File: src/rtl/gpr_dump_engine_if.sv
// Register-file read port plus byte-stream output of the GPR dump engine.
// Latency: none (wires only).
// Backpressure: out_ready from the sink stalls the stream; rd_data has no flow control.
interface gpr_dump_engine_if #(
    parameter int DATA_W = 8,
    parameter int ADDR_W = 3
);
    // register-file read port (combinational read)
    logic [ADDR_W-1:0] rd_addr;
    logic [DATA_W-1:0] rd_data;

    // dump stream
    logic              out_valid;
    logic              out_ready;
    logic [DATA_W-1:0] out_data;
    logic [ADDR_W-1:0] out_addr;
    logic              out_last;

    // engine side
    modport master (
        output rd_addr,
        input  rd_data,
        output out_valid,
        input  out_ready,
        output out_data,
        output out_addr,
        output out_last
    );

    // register file + sink side
    modport slave (
        input  rd_addr,
        output rd_data,
        input  out_valid,
        output out_ready,
        input  out_data,
        input  out_addr,
        input  out_last
    );
endinterface

File: src/rtl/gpr_dump_engine.sv
// Walks the register-file read port over 0..NUM_REGS-1 and streams each value tagged with its address.
// Latency: 2 cycles per register (FETCH + SEND) with out_ready high; done in the cycle after the last handshake.
// Backpressure: a presented beat is held stable in SEND until out_valid && out_ready; no beat dropped or repeated.
// Optional: define GPR_DUMP_CHECKSUM_EN to append an XOR checksum beat (addr 0, out_last=1) after the registers.
module gpr_dump_engine #(
    parameter int DATA_W   = 8,
    parameter int NUM_REGS = 8,
    parameter int ADDR_W   = 3
) (
    input  logic              clk,
    input  logic              rst_n,
    input  logic              start,
    output logic              busy,
    output logic              done,
    gpr_dump_engine_if.master bus
);

    localparam logic [ADDR_W-1:0] LAST_IDX = ADDR_W'(NUM_REGS - 1);

    typedef enum logic [2:0] {
        ST_IDLE  = 3'd0,
        ST_FETCH = 3'd1,
        ST_SEND  = 3'd2,
`ifdef GPR_DUMP_CHECKSUM_EN
        ST_CSUM  = 3'd4,
`endif
        ST_DONE  = 3'd3
    } state_t;

    state_t            r_state;
    logic [ADDR_W-1:0] r_index;
    logic              r_busy;
    logic              r_done;
    logic              r_out_valid;
    logic [DATA_W-1:0] r_out_data;
    logic [ADDR_W-1:0] r_out_addr;
    logic              r_out_last;
`ifdef GPR_DUMP_CHECKSUM_EN
    logic [DATA_W-1:0] r_acc;
`endif

    logic              w_at_last;
    logic              w_hs;

    assign w_at_last = (r_index == LAST_IDX);
    assign w_hs      = r_out_valid && bus.out_ready;

    // The read address is the index counter itself; the top level muxes it in while busy.
    assign bus.rd_addr   = r_index;
    assign bus.out_valid = r_out_valid;
    assign bus.out_data  = r_out_data;
    assign bus.out_addr  = r_out_addr;
    assign bus.out_last  = r_out_last;
    assign busy          = r_busy;
    assign done          = r_done;

    // Dump sequencer: all outputs are registered; index only advances after a handshake and stops at LAST_IDX.
    always_ff @(posedge clk or negedge rst_n) begin
        if (!rst_n) begin
            r_state     <= ST_IDLE;
            r_index     <= '0;
            r_busy      <= 1'b0;
            r_done      <= 1'b0;
            r_out_valid <= 1'b0;
            r_out_data  <= '0;
            r_out_addr  <= '0;
            r_out_last  <= 1'b0;
`ifdef GPR_DUMP_CHECKSUM_EN
            r_acc       <= '0;
`endif
        end else begin
            r_done <= 1'b0;
            case (r_state)
                ST_IDLE: begin
                    if (start) begin
                        r_index <= '0;
                        r_busy  <= 1'b1;
`ifdef GPR_DUMP_CHECKSUM_EN
                        r_acc   <= '0;
`endif
                        r_state <= ST_FETCH;
                    end
                end

                // Sample the register in its own cycle; a write landing on this edge is not seen.
                ST_FETCH: begin
                    r_out_data  <= bus.rd_data;
                    r_out_addr  <= r_index;
                    r_out_valid <= 1'b1;
`ifdef GPR_DUMP_CHECKSUM_EN
                    r_out_last  <= 1'b0;
`else
                    r_out_last  <= w_at_last;
`endif
                    r_state     <= ST_SEND;
                end

                ST_SEND: begin
                    if (w_hs) begin
                        r_out_valid <= 1'b0;
`ifdef GPR_DUMP_CHECKSUM_EN
                        r_acc       <= r_acc ^ r_out_data;
`endif
                        if (w_at_last) begin
`ifdef GPR_DUMP_CHECKSUM_EN
                            // Checksum beat follows immediately and folds in the final register.
                            r_out_data  <= r_acc ^ r_out_data;
                            r_out_addr  <= '0;
                            r_out_last  <= 1'b1;
                            r_out_valid <= 1'b1;
                            r_state     <= ST_CSUM;
`else
                            r_out_last  <= 1'b0;
                            r_done      <= 1'b1;
                            r_state     <= ST_DONE;
`endif
                        end else begin
                            r_index <= r_index + ADDR_W'(1);
                            r_state <= ST_FETCH;
                        end
                    end
                end

`ifdef GPR_DUMP_CHECKSUM_EN
                ST_CSUM: begin
                    if (w_hs) begin
                        r_out_valid <= 1'b0;
                        r_out_last  <= 1'b0;
                        r_done      <= 1'b1;
                        r_state     <= ST_DONE;
                    end
                end
`endif

                // One-cycle done pulse; start is ignored here and busy drops on the way out.
                ST_DONE: begin
                    r_out_last <= 1'b0;
                    r_busy     <= 1'b0;
                    r_state    <= ST_IDLE;
                end

                default: begin
                    r_out_valid <= 1'b0;
                    r_busy      <= 1'b0;
                    r_state     <= ST_IDLE;
                end
            endcase
        end
    end

endmodule

File: src/flat_wrapper.sv
// flat-port wrapper written by rule: the top's interface ports become plain ports
module gpr_dump_engine_flat 
#(
    parameter int DATA_W   = 8,
    parameter int NUM_REGS = 8,
    parameter int ADDR_W   = 3
)
  (clk, rst_n, start, busy, done, bus_rd_addr, bus_rd_data, bus_out_valid, bus_out_ready, bus_out_data, bus_out_addr, bus_out_last);
  gpr_dump_engine_if #(.DATA_W(DATA_W), .ADDR_W(ADDR_W)) bus_i ();
  input  logic clk;
  input  logic rst_n;
  input  logic start;
  output logic busy;
  output logic done;
  output wire logic [$bits(bus_i.rd_addr)-1:0] bus_rd_addr;
  input wire logic [$bits(bus_i.rd_data)-1:0] bus_rd_data;
  output wire logic [$bits(bus_i.out_valid)-1:0] bus_out_valid;
  input wire logic [$bits(bus_i.out_ready)-1:0] bus_out_ready;
  output wire logic [$bits(bus_i.out_data)-1:0] bus_out_data;
  output wire logic [$bits(bus_i.out_addr)-1:0] bus_out_addr;
  output wire logic [$bits(bus_i.out_last)-1:0] bus_out_last;
  assign bus_rd_addr = bus_i.rd_addr;
  assign bus_i.rd_data = bus_rd_data;
  assign bus_out_valid = bus_i.out_valid;
  assign bus_i.out_ready = bus_out_ready;
  assign bus_out_data = bus_i.out_data;
  assign bus_out_addr = bus_i.out_addr;
  assign bus_out_last = bus_i.out_last;
  gpr_dump_engine #(.DATA_W(DATA_W), .NUM_REGS(NUM_REGS), .ADDR_W(ADDR_W)) u_core (.clk(clk), .rst_n(rst_n), .start(start), .busy(busy), .done(done), .bus(bus_i));
endmodule
File: config.mk
export PLATFORM = sky130hd
export DESIGN_NAME = gpr_dump_engine_flat
export DESIGN_NICKNAME = d
export VERILOG_FILES = /design/src/rtl/gpr_dump_engine_if.sv /design/src/rtl/gpr_dump_engine.sv /design/src/flat_wrapper.sv
export SDC_FILE = /design/constraint.sdc
export NUM_CORES = 1
export LEC_CHECK = 0
export ABC_CLOCK_PERIOD_IN_PS = 2300
export BUFFER_PORTS_ARGS = -buffer_cell sky130_fd_sc_hd__buf_2
export CAP_MARGIN = 30
export CORE_MARGIN = 2
export CORE_UTILIZATION = 45
export DETAILED_ROUTE_END_ITERATION = 12
export PLACE_DENSITY = 0.68
export SKIP_LAST_GASP = 1
export SYNTH_ARGS = -nofsm -noshare
export SYNTH_HDL_FRONTEND = slang
export SYNTH_SLANG_ARGS = --single-unit
File: constraint.sdc
create_clock -name clk -period 2.3 [get_ports clk]
set_clock_uncertainty 0.15 [all_clocks]
set_input_delay 0.23 -clock clk [delete_from_list [all_inputs] [get_ports clk]]
set_output_delay 0.23 -clock clk [all_outputs]
set_load 0.01 [all_outputs]
# Yosys cells after proc, flatten, opt, wreduce, memory -nomap -nowiden
# Index checks and enable logic that the tools add are counted.
[totals]
output_inout_bits = 18
reg_bits = 21
latchBits = 0
mem_bits_ro = 0
in_bits = 12
ram_bits = 0
mem_count = 0
[op_classes]
n_addsub = 1
bitwise = 2
n_reduce_logical = 11
muxes = 18
mul = 0
magnitude_cmp = 0
eq_ne = 8
div_mod_pow = 0
shift = 0
[ops]
columns = ["cell", "count"]
rows = [
  ["3-bit 2-to-1 mux", 5],
  ["3-bit case mux with 3 select lines", 1],
  ["1-bit 2-to-1 mux", 7],
  ["3-bit by 2-bit == test with 1-bit output (second input constant)", 2],
  ["1-bit case mux with 3 select lines", 2],
  ["3-bit case mux with 2 select lines", 1],
  ["2-bit AND reduction", 3],
  ["2-bit by 1-bit != test with 1-bit output (second input constant)", 2],
  ["2-bit != test (second input constant)", 2],
  ["4-bit AND reduction", 1],
  ["2-bit OR reduction", 2],
  ["3-bit by 1-bit adder with 3-bit output (second input constant)", 1],
  ["3-bit by 1-bit == test with 1-bit output (second input constant)", 1],
  ["3-bit == test (second input constant)", 1],
  ["3-bit zero test", 1],
  ["3-bit AND reduction", 1],
  ["3-bit nonzero test", 1],
  ["2-bit 2-to-1 mux", 1],
  ["1-bit NOT", 2],
  ["1-bit case mux with 2 select lines", 1],
  ["2-bit nonzero test", 1],
  ["1-bit logical AND", 1],
]

# Depth between registers and ports, before layout
[depth]
depth_word = 4
depth_mapped = 5
depth_no_buf = 5

# Worst setup path after synthesis
# Ideal clock, no wire load.
[synth_timing]
kind = "reg2reg"
from = "register u_core.r_index[0], in the netlist u_core.bus.rd_addr[0]"
to = "register u_core.r_index[0], in the netlist u_core.bus.rd_addr[0]"
slack_ns = 0.470
synth_period_minus_slack_ns = 1.830
setup_ns = 0.128
t_required_ns = 2.022
n_path_buf = 0
arrival_time_ns = 1.553
stages_incl_launch_ff = 6
cell_sequence = "dfrtp_1 -> ha_1 -> ha_1 -> nand3b_1 -> a21oi_2 -> mux2_1"
[synth_via]
elab_chain_len = 4
[synth_rtl]
columns = ["element", "line_no", "text"]
rows = [
  ["start, declared", "gpr_dump_engine.sv:31", "logic [ADDR_W-1:0] r_index;"],
  ["start signal, assigned", "gpr_dump_engine.sv:118", "r_index <= r_index + ADDR_W'(1);"],
  ["3-bit by 1-bit adder with 3-bit output", "gpr_dump_engine.sv:118", ""],
  ["3-bit 2-to-1 mux", "gpr_dump_engine.sv:104", "if (w_at_last) begin"],
  ["3-bit 2-to-1 mux", "gpr_dump_engine.sv:99", "if (w_hs) begin"],
  ["3-bit case mux with 2 select lines", "gpr_dump_engine.sv:73", "case (r_state)"],
]
# Several ways; a longest one is shown, not always the timed one. The select of a mux whose other input is x is not followed.
# A chain may end at the register's enable or synchronous reset.

# Final worst setup path
# Ends and elaborated chain as after synthesis.

==> results.md <==
Outcome:
- The run finished with clean final reports.

Detailed routing:
- The detail route stage leaves a number of antenna-violating nets equal to 0.
- The DRC marker count from the first detailed-route iteration is 7.
- The routed layout has 654 vias.
- The routed wire length is 1.70 mm.
- The number of vias per cell is 4.74.
- The DRC violation count after routing is 0.
- For this run, the detailed router's first-pass iteration total came to 3.
- In the final routed layout, each cell accounts on average for 12.3 µm.

Critical path:
- The kind of end point of the critical path is a register.
- The reg-to-reg critical path endpoint is u_core.bus.rd_addr[0].
- The startpoint-to-endpoint class of the critical path is reg2reg.
- STA classifies the critical path startpoint as a register.
- The startpoint of the worst-slack reg-to-reg timing path is u_core.bus.rd_addr[0].
- For flop-to-flop paths, the worst setup slack is 0.41 ns.
- STA puts the critical path data required time at 2.34 ns.
- The arrival time at the worst endpoint is 1.93 ns.
- Measured in cells, the most critical reg-to-reg path has a length of 5.
- In this run the worst path has a maximum fanout of 5.

Clock tree:
- Buffers added to address setup during post-CTS repair amount to 0.
- The H-tree depth is 1.
- The maximum clock insertion buffer count is 2.
- The clock drives 20 sinks.
- After clock tree synthesis, the clock-pin slew on the worst setup and hold paths is 0.12 ns.
- The tree is rooted in a sky130_fd_sc_hd__clkbuf_4.
- At the later pin of the worst-skew pair, clock insertion delay measures 0.30 ns.
- Buffers inserted during clock tree synthesis total 3.
- The clock tree from TritonCTS is yes.

Logic synthesis:
- By area the synthesized netlist is led by sky130_fd_sc_hd__dfrtp_1, sky130_fd_sc_hd__mux2_2, sky130_fd_sc_hd__ha_1.
- Counting flops and latches in the post-synthesis netlist gives 20.
- In the synthesized netlist, the number of instances is 70.
- After synthesis, the netlist uses 20 different library cells.
- After synthesis, flip-flops and latches occupy 52.6% of the total area.
- Yosys printed 0 warnings.
- The cell area that synthesis handed to floorplanning was 952 µm².
- In this run the mean area of a mapped cell was 13.6 µm².
- When the netlist entered floorplanning its net count stood at 90.
- The synthesized design devotes to its leading area cell type 52.6% of total area.
- Summed over all instances, the cell type with the most area after synthesis is sky130_fd_sc_hd__dfrtp_1.

GRT:
- The overall track demand over capacity in global routing is 16.7%.
- The via count of the first global-routing pass came to 704.
- The number of antenna violations at the first check in global routing is 0.
- The remaining global-route overflow is 0.
- Entering global routing, the biggest net connects 21 pins.
- The first global-routing pass estimated 3.05 mm of wire.

Timing:
- For the pin with the worst max-slew slack, the measured transition is 0.539 ns.
- Setup total negative slack on the finished layout was measured at 0 ns.
- Final hold analysis gives a worst-case slack of 0.108 ns.
- Headroom to the max-slew limit came out at 64.1%.
- For the finished layout, the period the worst path requires is 1.89 ns.
- The share of the cycle needed by the critical path after routing is 82.0%.
- The count of pins over their slew limit is 0.
- The count of endpoints failing hold in the final timing report is 0.
- Setup violations remaining at the end of the flow were counted as 0.
- For this run, the top clock speed supported by timing is 0.530 GHz.
- Setup repair after global routing left no endpoint under its margin.

Place:
- After legalization and detailed placement, the total HPWL measured 1.20 mm.
- The global placer's final weighted congestion is 0.730.
- The number of input and output port buffers inserted is 29.

Floorplan:
- The starting density of the core is 48.0%.
- The top-level port count is 30.
- The vertical extent of the die is 50 µm.
- The die area is 2500 µm².
- The row count is 16.
- The core footprint is 1980 µm².
- The die outline width is 50 µm.

Worst hold path:
- The worst hold path belongs to the class in2reg.
- Along the worst hold path, the cell count comes to 2.
- The end point of the most critical hold path is u_core.done.
- The launch point of the worst hold path is bus_out_ready.

Cells and area:
- The synthesis-to-finish area growth is 33.2%.
- The repair_antennas step left the layout with diodes totalling 0.
- In the final design database the tool counted 132 nets.
- Of the cells placed in the final design, the portion with a size suffix greater than 1 is 43.2%.

Power and ir drop:
- The peak supply drop is 0.000795 V.
- The power per unit of standard cell area is 1230 nW/µm².
- The leakage power figure is 0.652 nW.

Flow run:
- The tool flagged a number of max-cap violations equal to 0.
-- metrics by stage --
stage	util (%)	power, mW	instances	setup WS (ns)	area, µm²
2_1_floorplan	-	1.07	70	0.470	952
3_3_place_gp	56.8	1.26	125	0.450	1130
3_5_place_dp	56.8	1.28	125	0.428	1130
4_1_cts	63.5	1.58	137	0.410	1260
5_1_grt	64.0	1.69	138	0.278	1270
6_report	64.0	1.56	138	0.415	1270
-- timing repair --
item / CTS / global route
hold buffers: 8 / 1
hold endpoints to repair: 27 / 1
resized for setup: 0 / 0
-- registers in the layout, summed over array words and instances, names as in the netlist --
name,cells
u_core.bus.out_data,8
u_core.done,1
u_core.r_state,2
u_core.bus.out_addr,3
u_core.bus.out_last,1
u_core.bus.rd_addr,3
u_core.bus.out_valid,1
u_core.busy,1
-- synth_stat cells --
library cell	n
sky130_fd_sc_hd__dfrtp_1	20
sky130_fd_sc_hd__mux2_2	13
sky130_fd_sc_hd__ha_1	8
sky130_fd_sc_hd__inv_1	5
sky130_fd_sc_hd__mux2i_1	4
sky130_fd_sc_hd__nor2b_1	3
sky130_fd_sc_hd__nand2_1	2
sky130_fd_sc_hd__nand3b_1	2
sky130_fd_sc_hd__o21ai_0	2
sky130_fd_sc_hd__a21boi_4	1
sky130_fd_sc_hd__a21oi_1	1
sky130_fd_sc_hd__a21oi_2	1
sky130_fd_sc_hd__and4_1	1
sky130_fd_sc_hd__buf_2	1
sky130_fd_sc_hd__mux2_1	1
sky130_fd_sc_hd__nor2_1	1
sky130_fd_sc_hd__o21bai_1	1
sky130_fd_sc_hd__o22a_1	1
sky130_fd_sc_hd__o31ai_1	1
sky130_fd_sc_hd__or4b_1	1
-- worst max path at each step --
stage	start	depth (start not counted)	end	slack, ns
floorplan	u_core.bus.rd_addr[0]	5	u_core.bus.rd_addr[0]	0.47
global placement	u_core.r_state[0]	5	u_core.r_state[1]	0.45
detailed placement	u_core.bus.rd_addr[0]	5	u_core.bus.rd_addr[0]	0.43
CTS	u_core.bus.rd_addr[0]	5	u_core.bus.rd_addr[0]	0.41
global route	u_core.bus.rd_addr[0]	5	u_core.bus.rd_addr[0]	0.28
finish	u_core.bus.rd_addr[0]	5	u_core.bus.rd_addr[0]	0.41
-- cell families (layout without fill, tap and decap cells) --
family                   after synthesis  in the layout  synth area share (%)
AO/OA/AOI/OAI                          8              8                  6.97
adder cells (fa/ha/maj)                8              8                  10.5
buffers and inverters                  6             47                  2.50
flip-flops                            20             20                  52.6
multiplexers                          18             18                  20.8
AND/OR/NAND/NOR                       10             10                  6.70
-- power breakdown --
part	internal [mW]	switching, mW
Clock	0.176	0.113
Combinational	0.365	0.324
Sequential	0.489	0.0955
Total	1.03	0.532
-- worst max-delay path, stage by stage (launching register included) --
cell	delay (ns)
sky130_fd_sc_hd__dfrtp_1	0.43
sky130_fd_sc_hd__ha_1	0.22
sky130_fd_sc_hd__ha_1	0.22
sky130_fd_sc_hd__nand3b_1	0.18
sky130_fd_sc_hd__a21oi_2	0.23
sky130_fd_sc_hd__mux2_1	0.34
-- layout by cell type, fill, tap and decap left out, drive strengths merged --
cell type	n
buf	29
ha	8
o21ai	2
inv	5
dfrtp	20
a21boi	1
o31ai	1
nor2	1
dlygate4sd3	9
o21bai	1
nor2b	3
or4b	1
nand2	2
a21oi	2
nand3b	2
clkbuf	3
bufinv	1
and4	1
mux2i	4
mux2	14
o22a	1
-- metal layers --
metal  track usage, %  share of wire (%)
met3             3.64                4.5
met2             27.4                 50
met1             20.4                 45
met4             8.33               0.70
met5                0                  0
-- final cells by class --
cell class	count	area [µm²]
Fill cell	152	713
Tap cell	27	33.8
Timing Repair Buffer	38	235
Sequential cell	20	500
Clock inverter	1	30.0
Clock buffer	3	22.5
Multi-Input combinational cell	44	428
Inverter	5	18.8
Note: power is estimated with default switching activity, not from simulation.
